==> src/rtl/vme_reg_master.sv <==
// Single-outstanding bus initiator for a VMEAddr/VMERdMem/VMEWrMem register bank.
// Commands in on a valid/ready port; read data or a timeout error back on a valid/ready port.
module vme_reg_master #(
    parameter int ADDR_HI = 2,
    parameter int ADDR_LO = 2,
    parameter int DATA_W  = 32,
    parameter int TIMEOUT = 255
) (
    input  logic                       Clk,
    input  logic                       Rst,
    // Both ports: a transfer happens on a rising edge where valid and ready are both high;
    // once valid is raised its payload is held unchanged until that edge.
    input  logic                       cmd_valid,
    output logic                       cmd_ready,
    input  logic                       cmd_write,
    input  logic [ADDR_HI-ADDR_LO:0]   cmd_addr,
    input  logic [DATA_W-1:0]          cmd_wdata,
    output logic                       rsp_valid,
    input  logic                       rsp_ready,
    output logic [DATA_W-1:0]          rsp_rdata,
    output logic                       rsp_err,
    output logic                       busy,
    output logic [1:0]                 dbg_state,
    output logic [ADDR_HI:ADDR_LO]     VMEAddr,
    output logic [DATA_W-1:0]          VMEWrData,
    output logic                       VMERdMem,
    output logic                       VMEWrMem,
    input  logic [DATA_W-1:0]          VMERdData,
    input  logic                       VMERdDone,
    input  logic                       VMEWrDone
);

    typedef enum logic [1:0] {
        ST_IDLE   = 2'd0,
        ST_STROBE = 2'd1,
        ST_WAIT   = 2'd2,
        ST_RESP   = 2'd3
    } state_t;

    localparam logic [15:0] CNT_LAST = 16'(TIMEOUT - 1);

    state_t                 state_q, state_d;
    logic                   wr_q, wr_d;
    logic [ADDR_HI:ADDR_LO] addr_q, addr_d;
    logic [DATA_W-1:0]      wdata_q, wdata_d;
    logic                   rd_strb_q, rd_strb_d;
    logic                   wr_strb_q, wr_strb_d;
    logic [15:0]            cnt_q, cnt_d;
    logic [DATA_W-1:0]      rdata_q, rdata_d;
    logic                   err_q, err_d;
    logic                   valid_q, valid_d;
    logic                   ready_q, ready_d;
    logic                   busy_q, busy_d;
    logic                   done;

    // Only the Done matching the latched direction counts.
    assign done = wr_q ? VMEWrDone : VMERdDone;

    always_comb begin
        state_d   = state_q;
        wr_d      = wr_q;
        addr_d    = addr_q;
        wdata_d   = wdata_q;
        rd_strb_d = 1'b0;
        wr_strb_d = 1'b0;
        cnt_d     = cnt_q;
        rdata_d   = rdata_q;
        err_d     = err_q;
        case (state_q)
            ST_IDLE: begin
                if (cmd_valid) begin
                    wr_d      = cmd_write;
                    addr_d    = cmd_addr;
                    if (cmd_write) begin
                        wdata_d = cmd_wdata;
                    end
                    rd_strb_d = ~cmd_write;
                    wr_strb_d = cmd_write;
                    state_d   = ST_STROBE;
                end
            end
            ST_STROBE: begin
                cnt_d   = 16'd0;
                state_d = ST_WAIT;
            end
            ST_WAIT: begin
                if (done) begin
                    rdata_d = wr_q ? '0 : VMERdData;
                    err_d   = 1'b0;
                    state_d = ST_RESP;
                end else if (cnt_q == CNT_LAST) begin
                    rdata_d = '0;
                    err_d   = 1'b1;
                    state_d = ST_RESP;
                end else begin
                    cnt_d = cnt_q + 16'd1;
                end
            end
            ST_RESP: begin
                if (rsp_ready) begin
                    state_d = ST_IDLE;
                end
            end
            default: state_d = ST_IDLE;
        endcase
        valid_d = (state_d == ST_RESP);
        ready_d = (state_d == ST_IDLE);
        busy_d  = (state_d != ST_IDLE);
    end

    always_ff @(posedge Clk) begin
        if (Rst) begin
            state_q   <= ST_IDLE;
            wr_q      <= 1'b0;
            addr_q    <= '0;
            wdata_q   <= '0;
            rd_strb_q <= 1'b0;
            wr_strb_q <= 1'b0;
            cnt_q     <= 16'd0;
            rdata_q   <= '0;
            err_q     <= 1'b0;
            valid_q   <= 1'b0;
            ready_q   <= 1'b1;
            busy_q    <= 1'b0;
        end else begin
            state_q   <= state_d;
            wr_q      <= wr_d;
            addr_q    <= addr_d;
            wdata_q   <= wdata_d;
            rd_strb_q <= rd_strb_d;
            wr_strb_q <= wr_strb_d;
            cnt_q     <= cnt_d;
            rdata_q   <= rdata_d;
            err_q     <= err_d;
            valid_q   <= valid_d;
            ready_q   <= ready_d;
            busy_q    <= busy_d;
        end
    end

    assign cmd_ready = ready_q;
    assign rsp_valid = valid_q;
    assign rsp_rdata = rdata_q;
    assign rsp_err   = err_q;
    assign busy      = busy_q;
    assign dbg_state = state_q;
    assign VMEAddr   = addr_q;
    assign VMEWrData = wdata_q;
    assign VMERdMem  = rd_strb_q;
    assign VMEWrMem  = wr_strb_q;

endmodule
==> config.mk <==
export PLATFORM = sky130hd
export DESIGN_NAME = vme_reg_master
export DESIGN_NICKNAME = d
export VERILOG_FILES = /design/src/rtl/vme_reg_master.sv
export SDC_FILE = /design/constraint.sdc
export NUM_CORES = 1
export LEC_CHECK = 0
export BUFFER_PORTS_ARGS = -buffer_cell sky130_fd_sc_hd__buf_2
export CAP_MARGIN = 20
export CORE_MARGIN = 2
export CORE_UTILIZATION = 49
export CTS_CLUSTER_SIZE = 24
export DETAILED_ROUTE_END_ITERATION = 16
export MAX_ROUTING_LAYER = met4
export PLACE_DENSITY = 0.88
export SLEW_MARGIN = 15
export SYNTH_ARGS = -nofsm -noshare
export SYNTH_HDL_FRONTEND = slang
export SYNTH_SLANG_ARGS = --single-unit
export TNS_END_PERCENT = 1
==> constraint.sdc <==
create_clock -name Clk -period 2.4 [get_ports Clk]
set_input_delay 0.12 -clock Clk [delete_from_list [all_inputs] [get_ports Clk]]
set_output_delay 0.12 -clock Clk [all_outputs]
set_load 0.05 [all_outputs]
==> flow_summary.ini <==
[setup_path]
r2r_slack_ns = 0.30
r2r_end = cnt_q[12]
cp_max_fo = 10
startpoint_type = flip-flop
cp_cell_sequence = mux2i_1, nand3_1, or4_1, a21oi_1
critPathKind = reg2reg
r2r-start = wr_q
arrival_ns = 2.39
worstRegToRegCells = 4
worstSetupStartpoint = wr_q
cp-end-kind = flip-flop
slowest_delay_ns = 0.59
cp_data_required_time_ns = 2.69
cpMaxStageDelayCell = or4_1

[job]
max_cap_violations = 0

[timing]
worstMarginPinSlew_ns = 0.706
hold_viol = 0
setup_viol = 0
maxSlewViolCount = 0
min_period_ns = 2.10
fmax_mhz = 476
grt_setup_unrepaired = no
tns_ns = 0
fin_crit_sh_pct = 87.5
relSlewSlack_pct = 53.0
fin_skew_ns = 0.0160

[floorplanning]
io_pins = 145
start_util_pct = 50.3
fp.coreArea_um2 = 7650
die-area_um2 = 8570
die_w_um = 92.6
num_rows = 32
die-height_um = 92.6

[place]
io_buffer_count = 144
place.gp.congestion = 0.891
dp_hpwl_mm = 7.00

[cts]
cts_buffers = 9
cts.sinks = 90
post_cts_resized = 0
htree_num_levels = 3
cts_hold_buf = 44
max-clock-path-buffers = 2
cts.clk_slew.worst_paths_ns = 0.09
cts_root_buf = clkbuf_8
worstSkewPairLatency_ns = 0.36
cts_tree = done
postCtsSetupBuffers = 0

[yosys]
yosysTopAreaCell = dfxtp_1
synth.yosys.warnings = 0
synth-seq-cells = 90
synth-edff-count = 0
yosys-top-cells-area = dfxtp_1 47%, nand2_1 11%, mux2i_1 9.1%
syn_inst = 445
yosysTopAreaCellShare_pct = 46.9
synthFlopType = dfxtp_1
synth.net_count = 519
async_reset_ff_share_pct = 0
syn_area_um2 = 3840
synth_cell_types = 41
syn_avg_cell_area_um2 = 8.64
seq_area_frac_synth_pct = 46.9

[cells_and_area]
multiInputGateArea_um2 = 1860
fin_nets = 694
area_growth_pct = 37.2
fillers = 521
mostFrequentLayoutCell = buf_2
final_cell_mix = 144 x buf_2, 109 x nand2_1, 90 x dfxtp_1, 47 x a21oi_1, 45 x dlygate4sd3_1
drive_gt1_share_pct = 28.3
final-seq-area_um2 = 1800

[pwr]
ir_worst_vdd_mv = 0.594
power.density_nw_per_um2 = 615
power.leakage_nw = 2.40
power_mw = 3.25

[detailed_routing]
drt_iter0_drc = 328
drtAntennaViolNets = 0
drtPass1Iterations = 5
viasPerCell = 5.48
vias = 3989
wire_per_inst_um = 16.3
drt-total-wl_mm = 11.9
drc = 0

[run_status]
status = complete, no violations

[grt]
grt_pass1_vias = 4015
grt_max_degree = 44
grt_first_pass_wirelength_mm = 18.9
grt_overflow_total = 0
track_usage_pct = 28.6
antenna_found_initial = 1

[min_path]
whs_endpoint = VMEWrData[25]
min_from = cmd_wdata[25]
hp-class = in2reg
hold_depth = 3
## per-layer routing
metal	global-route usage [%]	vias up	share of wire [%]
met3	6.02	64	5.4
li1	-	1885	-
met5	-	-	0
met2	49.8	204	52
met1	29.9	1836	37
met4	16.7	0	5.6
## worst max-delay path by stage
| stage | endpoint | slack, ns |
|---|---|---|
| 6_report | cnt_q[12] | 0.30 |
| 2_1_floorplan | cnt_q[6] | 0.48 |
| 3_5_place_dp | cnt_q[12] | 0.39 |
| 5_1_grt | cnt_q[12] | 0.17 |
| 3_3_place_gp | cnt_q[12] | 0.49 |
| 4_1_cts | cnt_q[12] | 0.37 |
## kinds of logic after synthesis
group | share of synthesized area, %
AO/OA/AOI/OAI | 11.1
adder cells (fa/ha/maj) | 0.651
buffers and inverters | 5.01
flip-flops | 46.9
multiplexers | 9.41
AND/OR/NAND/NOR | 26.9
## through the flow
step / instances / setup WS (ns) / hold WS, ns / cell area [um^2] / util, %
2_1_floorplan: 445 / 0.478 / 0.199 / 3840 / -
3_3_place_gp: 666 / 0.493 / 0.320 / 4610 / 60.3
3_5_place_dp: 666 / 0.393 / 0.325 / 4610 / 60.3
4_1_cts: 726 / 0.365 / 0.000787 / 5260 / 68.8
5_1_grt: 728 / 0.168 / 0.000479 / 5270 / 69.0
6_report: 728 / 0.301 / 0.00982 / 5270 / 69.0
## synth_stat cells, types with 5 or more instances
library cell and count:
mux2i_1 35, dfxtp_1 90, clkbuf_1 24, inv_1 5, a31oi_1 5, nand2_1 109, o31ai_1 11, a21oi_1 47
nand3_1 7, or4_1 10, nand4_1 6, nand2b_1 34, nor2_1 6, nor3_1 5
## power breakdown
part,switching [mW],total [mW],internal (mW)
Combinational,0.367,0.570,0.204
Sequential,0.0371,1.58,1.54
Clock,0.571,1.10,0.525
## cell type report
cell class	instances	share of cell area [%]
well taps	102	2.42
inverters	5	0.356
clock inverters	6	1.38
multi-input cells	316	35.3
repair buffers	198	23.7
flip-flops and latches	90	34.2
diodes	1	0.0474
clock buffers	10	2.61
## state kept, by name, summed over array words and instances (netlist names)
name	count
rsp_rdata	32
rsp_err	1
cmd_ready	1
VMEWrData	32
dbg_state	2
VMEWrMem	1
VMERdMem	1
VMEAddr	1
cnt_q	16
rsp_valid	1
wr_q	1
busy	1
## worst max-delay path, delay by kind of cell, from the launching register on
kind | cells | cell delay (ns)
flip-flops | 1 | 0.43
AO/OA/AOI/OAI | 1 | 0.15
multiplexers | 1 | 0.49
AND/OR/NAND/NOR | 2 | 0.96
No activity file was read; power rests on OpenSTA's default activity.
